==> config.mk <==
export PLATFORM = sky130hd
export DESIGN_NAME = floppy_field_stream
export DESIGN_NICKNAME = d
export VERILOG_FILES = /design/src/rtl/floppy_pkg.sv /design/src/rtl/crc16_ccitt_byte.sv /design/src/rtl/floppy_field_stream.sv
export SDC_FILE = /design/constraint.sdc
export NUM_CORES = 1
export LEC_CHECK = 0
export CAP_MARGIN = 30
export CORE_MARGIN = 1
export CORE_UTILIZATION = 25
export CTS_CLUSTER_DIAMETER = 150
export CTS_CLUSTER_SIZE = 8
export DETAILED_ROUTE_END_ITERATION = 8
export DONT_BUFFER_PORTS = 1
export PLACE_DENSITY_LB_ADDON = 0.05
export SLEW_MARGIN = 30
export SYNTH_ARGS = -nofsm -noshare
export SYNTH_HDL_FRONTEND = slang
export SYNTH_SLANG_ARGS = --single-unit
==> constraint.sdc <==
create_clock -name clk -period 4.5 [get_ports clk]
set_clock_uncertainty 0.1 [all_clocks]
set_input_delay 0.9 -clock clk [delete_from_list [all_inputs] [get_ports clk]]
set_output_delay 0.9 -clock clk [all_outputs]
set_load 0.02 [all_outputs]
==> src/rtl/floppy_pkg.sv <==
// Shared types and constants for the floppy read-path byte stream.
package floppy_pkg;

  localparam logic [15:0] CRC_POLY     = 16'h1021;
  localparam logic [15:0] CRC_IDAM_PRE = 16'hB230;  // CRC of A1 A1 A1 FE from 0xFFFF
  localparam logic [15:0] CRC_DAM_PRE  = 16'hE295;  // CRC of A1 A1 A1 FB from 0xFFFF

  typedef enum logic [1:0] {
    GAP  = 2'd0,
    HDR  = 2'd1,
    DATA = 2'd2,
    NONE = 2'd3
  } field_state_t;

  // One byte travelling down the strobe -> read -> output pipe.
  typedef struct packed {
    logic       valid;
    logic       data;   // byte comes from the sector buffer, not from val
    logic       first;
    logic       last;   // final data byte of the field
    logic [7:0] val;
  } stream_slot_t;

  // ID-field size code; unsupported lengths fall back to the 512-byte code.
  function automatic logic [7:0] size_code(input logic [10:0] sector_len);
    case (sector_len)
      11'd128:  size_code = 8'd0;
      11'd256:  size_code = 8'd1;
      11'd512:  size_code = 8'd2;
      11'd1024: size_code = 8'd3;
      default:  size_code = 8'd2;
    endcase
  endfunction

endpackage

==> src/rtl/crc16_ccitt_byte.sv <==
// Combinational CRC-CCITT (0x1021, MSB first) advance by one whole byte.
module crc16_ccitt_byte
  import floppy_pkg::*;
(
  input  logic [15:0] i_crc,
  input  logic [7:0]  i_data,
  output logic [15:0] o_crc
);

  logic [15:0] w_c;

  // Eight bit-serial steps unrolled into one combinational stage.
  always_comb begin
    w_c = i_crc;
    for (int i = 7; i >= 0; i--) begin
      if (w_c[15] ^ i_data[i]) begin
        w_c = (w_c << 1) ^ CRC_POLY;
      end else begin
        w_c = w_c << 1;
      end
    end
    o_crc = w_c;
  end

endmodule

==> src/rtl/floppy_field_stream.sv <==
// Turns drive sector timing into the FDC read-path byte stream: ID field bytes
// plus CRC, and data field bytes fetched from the sector buffer.
module floppy_field_stream
  import floppy_pkg::*;
#(
  parameter logic SECTOR_BASE_DEF = 1'b1,
  parameter int   RD_LAT          = 1
) (
  input  logic        clk,
  input  logic        reset,
  input  logic        dclk_en,
  input  logic        sector_hdr,
  input  logic        sector_data,
  input  logic [6:0]  track,
  input  logic [4:0]  sector,
  input  logic        side,
  input  logic [10:0] sector_len,
  input  logic        sector_base,
  output logic [4:0]  buff_sector,
  output logic [9:0]  buff_addr,
  output logic        buff_rd,
  input  logic [7:0]  buff_din,
  output logic [7:0]  dout,
  output logic        dout_strobe,
  output logic        dout_hdr,
  output logic        dout_first,
  output logic [15:0] data_crc,
  output logic        data_crc_valid
);

  logic [15:0]  r_crc;
  logic [10:0]  r_idx;
  logic         r_synced;
  field_state_t r_prev;
  logic [4:0]   r_sector;
  logic         r_base;
  stream_slot_t r_s1;
  stream_slot_t r_s2;

  field_state_t w_state;
  logic         w_start;
  logic [10:0]  w_idx;
  logic [15:0]  w_crc_base;
  logic [15:0]  w_crc_hdr_next;
  logic [15:0]  w_crc_data_next;
  logic [7:0]   w_hbyte;
  logic         w_emit_hdr;
  logic         w_emit_data;
  stream_slot_t w_s1;

  // Classify the drive position; ID field wins if both flags are up.
  always_comb begin
    if (sector_hdr) begin
      w_state = HDR;
    end else if (sector_data) begin
      w_state = DATA;
    end else begin
      w_state = GAP;
    end
  end

  assign w_start    = (w_state != r_prev) && (w_state != GAP);
  assign w_idx      = w_start ? 11'd0 : ((&r_idx) ? r_idx : r_idx + 11'd1);
  assign w_crc_base = !w_start ? r_crc :
                      (w_state == HDR) ? CRC_IDAM_PRE : CRC_DAM_PRE;

  // ID field byte for the current index; bytes 4/5 read the CRC over 0..3.
  always_comb begin
    w_hbyte = 8'h00;
    case (w_idx)
      11'd0:   w_hbyte = {1'b0, track};
      11'd1:   w_hbyte = {7'b0, side};
      11'd2:   w_hbyte = {3'b0, sector};
      11'd3:   w_hbyte = size_code(sector_len);
      11'd4:   w_hbyte = w_crc_base[15:8];
      11'd5:   w_hbyte = w_crc_base[7:0];
      default: w_hbyte = 8'h00;
    endcase
  end

  assign w_emit_hdr  = dclk_en && r_synced && (w_state == HDR) && (w_idx <= 11'd5);
  assign w_emit_data = dclk_en && r_synced && (w_state == DATA) && (w_idx < sector_len);

  // Pipe slot launched by this strobe.
  always_comb begin
    w_s1       = '0;
    w_s1.valid = w_emit_hdr || w_emit_data;
    w_s1.data  = w_emit_data;
    w_s1.first = (w_idx == 11'd0);
    w_s1.last  = w_emit_data && (w_idx == sector_len - 11'd1);
    w_s1.val   = w_hbyte;
  end

  crc16_ccitt_byte u_crc_hdr (
    .i_crc  (w_crc_base),
    .i_data (w_hbyte),
    .o_crc  (w_crc_hdr_next)
  );

  crc16_ccitt_byte u_crc_data (
    .i_crc  (r_crc),
    .i_data (buff_din),
    .o_crc  (w_crc_data_next)
  );

  assign buff_sector = r_sector - {4'b0, r_base};

  // Field tracking and the running CRC. ID bytes fold in at strobe time, data
  // bytes when they return from the buffer; strobe spacing keeps these apart.
  always_ff @(posedge clk) begin
    if (reset) begin
      r_synced <= 1'b0;
      r_prev   <= NONE;
      r_idx    <= 11'd0;
      r_crc    <= 16'hFFFF;
      r_sector <= {4'b0, SECTOR_BASE_DEF};
      r_base   <= SECTOR_BASE_DEF;
    end else if (dclk_en) begin
      r_prev <= w_state;
      r_idx  <= w_idx;
      if (w_state == GAP) begin
        r_synced <= 1'b1;
      end
      if (w_start) begin
        r_sector <= sector;
        r_base   <= sector_base;
      end
      if ((w_state == HDR) && (w_idx <= 11'd3)) begin
        r_crc <= w_crc_hdr_next;
      end else if (w_start) begin
        r_crc <= w_crc_base;
      end
    end else if (r_s2.valid && r_s2.data) begin
      r_crc <= w_crc_data_next;
    end
  end

  // Stage 1: issue the buffer read and capture the slot.
  always_ff @(posedge clk) begin
    if (reset) begin
      r_s1      <= '0;
      buff_rd   <= 1'b0;
      buff_addr <= 10'd0;
    end else begin
      r_s1    <= w_s1;
      buff_rd <= w_emit_data;
      if (w_emit_data) begin
        buff_addr <= w_idx[9:0];
      end
    end
  end

  // Stage 2 waits out the buffer read; only a one-cycle read is implemented,
  // any other latency leaves the output path idle.
  if (RD_LAT == 1) begin : g_rd_lat1
    always_ff @(posedge clk) begin
      if (reset) begin
        r_s2 <= '0;
      end else begin
        r_s2 <= r_s1;
      end
    end
  end else begin : g_rd_lat_unsupported
    assign r_s2 = '0;
  end

  // Stage 3: registered stream outputs and end-of-field data CRC report.
  always_ff @(posedge clk) begin
    if (reset) begin
      dout           <= 8'h00;
      dout_strobe    <= 1'b0;
      dout_hdr       <= 1'b0;
      dout_first     <= 1'b0;
      data_crc       <= 16'h0000;
      data_crc_valid <= 1'b0;
    end else begin
      dout_strobe    <= r_s2.valid;
      dout_hdr       <= r_s2.valid && !r_s2.data;
      dout_first     <= r_s2.valid && r_s2.first;
      data_crc_valid <= r_s2.valid && r_s2.last;
      if (r_s2.valid) begin
        dout <= r_s2.data ? buff_din : r_s2.val;
      end
      if (r_s2.valid && r_s2.last) begin
        data_crc <= w_crc_data_next;
      end
    end
  end

endmodule
==> metrics.md <==
| Metric | Value |
|---|---|
| Drc violations | `0` |
| Via-per-instance ratio | `4.87` |
| Crit. End Element | `register` |
| Layout Utilization | `28.3%` |
| Critical path launch point type | `register` |
| Largest net degree at the start of global routing | `81` |
| Crit share post-route | `88.7%` |
| DIE AREA | `0.0240 mm2` |
| WS Path Type | `register to register` |
| Hold-fix buffers, CTS | `0` |
| Total grt overflow | `0` |
| Synth warn | `0` |
| Die Ht | `155 um` |
| RD Place Congestion | `0.819` |
| Setup TNS | `0 ps` |
| Post-route cell area | `0.00644 mm2` |
| Sw Ratio | `31.4%` |
| Core area | `0.0228 mm2` |
| Initial core utilization | `25.7%` |
| Worst path max stage delay | `700 ps` |
| Power density cells | `347 mW/mm2` |
| Critical Path RT | `4610 ps` |
| Setup WS post-layout | `510 ps` |
| Hold Crit Class | `register to register` |
| Peak supply drop | `0.142 mV` |
| # Post-CTS Setup Buffers | `0` |
| Post-synth ARST share | `0%` |
| # IOs | `82` |
| HPWL Detailed | `14700 um` |
| EDFF count, synth | `0` |
| Cell mode on critical path | `o211ai_1` |
| Synth Instances | `673` |
| CP delay by family, top | `compound AO/OA/AOI/OAI gates` |
| CTS tree | `built` |
| Slowest-stage cell, CP | `o21ai_0` |
| 1st-iter DRT viols | `222` |
| Slew margin rel. | `40.9%` |
| # resized after CTS | `0` |
| Min cycle time layout | `3990 ps` |
| Main synth FF type | `dfxtp_1` |
| Worst EP arrival | `4100 ps` |
| Rows | `55` |
| Syn nets | `726` |
| Clock Power Share | `37.7%` |
| Share of layout cells above drive strength 1 | `12.3%` |
| Unrepaired setup endpoints after global routing | `no` |
| P&R area growth vs syn | `10.2%` |
| Outcome | `complete, no violations` |
| CP cell instances | `ha_1 -> and2_2 -> a31oi_1 -> o21ai_0 -> nand4_1 -> nor3_4 -> a32oi_2 -> mux2i_2 -> xnor2_2 -> xnor2_1 -> o211ai_1 -> o211ai_1` |
| CP Max Fanout | `7` |
| Yosys reg bits | `98` |
| Final setup viols | `0` |
| Number of max-cap violations | `0` |
| Die X | `155 um` |
| Final wirelength | `19200 um` |
| Gr usage total | `16.8%` |
| Overall power | `2.23 mW` |
| Clock sinks | `98` |
| Switch Pwr | `702 uW` |
| Register area share after synthesis | `33.5%` |
| Most frequent cells in the layout | `dfxtp_1, nor2_1, nand2_1, a21oi_1, xnor2_1` |
| Vias | `4783` |
| Clk buf depth | `2` |
| Mapped cell area | `0.00585 mm2` |
| Buffers on Ports | `0` |
| CTS root buf | `clkbuf_16` |
| Crit path buf inv count | `0` |
| Fmax | `0.251 GHz` |
| Placed inst area | `0.00612 mm2` |
| Number of global-route vias before repair | `4838` |
| First-pass GRT wire length | `30200 um` |
| Final hold vios | `0` |
| Nets@finish | `716` |
| DR WL/cell | `19.6 um` |
| Final slew viol count | `0` |
| Netlist cell types | `90` |
| Initial antenna violation count | `0` |
| Commonest non-fill, non-tap cell in the layout | `dfxtp_1` |
| Fillcell total | `2473` |
| Internal power | `1.53 mW` |
| H-Tree Depth | `3` |
| Clk_lat worst skew | `360 ps` |
| CTS Buf Count | `9` |
| Pre-CTS setup slack | `426 ps` |
| Reg power frac | `41.9%` |
| Least-Margin Pin Slew | `877 ps` |
| Clock slew seen by the registers of the worst setup and hold paths | `80 ps` |
| Combinational power share | `20.4%` |
| Avg Inst Size Synth | `8.69 um2` |
| Post-route ant nets | `0` |
| Drt pass-1 iters | `5` |
| Leakage Power | `2.43 nW` |
[synth_stat cells (all sizes together), types with 2 or more instances]
| library cell | count | area, um2 |
|---|---|---|
| dfxtp | 98 | 1960 |
| nor2 | 90 | 340 |
| a21oi | 47 | 258 |
| nand2 | 45 | 171 |
| xnor2 | 43 | 399 |
| mux2i | 31 | 327 |
| o21ai | 28 | 148 |
| inv | 27 | 101 |
| a211oi | 25 | 200 |
| clkbuf | 23 | 100 |
| nand3 | 23 | 150 |
| nor3 | 23 | 159 |
| xor2 | 17 | 149 |
| buf | 15 | 145 |
| ha | 15 | 188 |
| nor2b | 15 | 93.8 |
| nand4 | 10 | 77.6 |
| and2 | 9 | 60.1 |
| o211ai | 9 | 77.6 |
| and3 | 7 | 45.1 |
| nor4 | 7 | 50.1 |
| a21o | 5 | 38.8 |
| o21a | 5 | 37.5 |
| a31oi | 4 | 25.0 |
| a32oi | 4 | 42.6 |
| a211o | 3 | 27.5 |
| a22oi | 3 | 27.5 |
| a2bb2oi | 3 | 32.5 |
| nand2b | 3 | 26.3 |
| o2111ai | 3 | 26.3 |
| or3 | 3 | 25.0 |
| a311oi | 2 | 17.5 |
| a32o | 2 | 20.0 |
| and4 | 2 | 17.5 |
| nand3b | 2 | 15.0 |
| nor3b | 2 | 31.3 |
| o221ai | 2 | 17.5 |
| o2bb2ai | 2 | 36.3 |
| o31a | 2 | 17.5 |
[through the flow]
stage,hold WS [ps],std cells
2_1_floorplan,306,673
5_1_grt,356,981
3_5_place_dp,329,965
4_1_cts,344,981
6_report,338,982
3_3_place_gp,325,964
[power groups by stage]
stage               Clock, mW  Sequential [mW]  Combinational, mW
finish                  0.842            0.935              0.456
global route            0.912            0.940              0.504
CTS                     0.880            0.935              0.461
detailed placement          0            0.956              0.458
global placement            0            0.956              0.460
floorplan                   0            0.942              0.367
[path summary, 6_finish.rpt]
path                            cells past startpoint        to  startpoint  slack, ps
worst min-delay path                                1   r_s2[7]     r_s1[7]        340
worst max register to register                     12  r_crc[6]    r_idx[1]        510
worst max-delay path                               12  r_crc[6]    r_idx[1]        510
worst min register to register                      1   r_s2[7]     r_s1[7]        340
[registers in the layout, indices dropped and copies added, names as in the netlist, 2 cells and up]
signal / flops
dout: 8
r_prev: 2
r_s1: 12
r_crc: 16
r_s2: 12
data_crc: 16
buff_addr: 10
r_idx: 11
r_sector: 5
[metal layers]
metal | GRT usage [%] | share of wire [%] | routed length, um | vias up
met5 | 0 | 0 | 0 | -
met4 | 4.95 | 1.6 | 315 | 0
met3 | 4.90 | 6.9 | 1340 | 16
met2 | 26.0 | 44 | 8380 | 141
met1 | 22.5 | 48 | 9200 | 2268
li1 | - | - | - | 2358
[cell type report]
cell class | instances | area [um2] | area share [%]
Timing Repair Buffer | 17 | 128 | 1.98
Sequential cell | 98 | 1960 | 30.4
Inverter | 27 | 101 | 1.57
Multi-Input combinational cell | 510 | 3540 | 55.0
Clock buffer | 9 | 225 | 3.50
Clock inverter | 7 | 92.6 | 1.44
Antenna cell | 1 | 2.50 | 0.0388
Tap cell | 313 | 392 | 6.08
[worst register-to-register path: cells and delay by family, from the launching register on]
family                     cells  cell delay, ps
and+or+nand+nor                3             930
xor gates and xnor gates       2             360
muxes                          1             430
DFF                            1             440
adders and majority gates      1             330
AOI/OAI and AO/OA              5            1260
[cell families after synthesis]
kind of cell	share of synthesized area [%]
adder cells (fa/ha/maj)	3.21
AO/OA/AOI/OAI	19.7
flip-flops	33.5
multiplexers	5.78
XOR/XNOR	9.75
buffers and inverters	5.93
AND/OR/NAND/NOR	22.1
No activity file was read; power rests on OpenSTA's default activity.
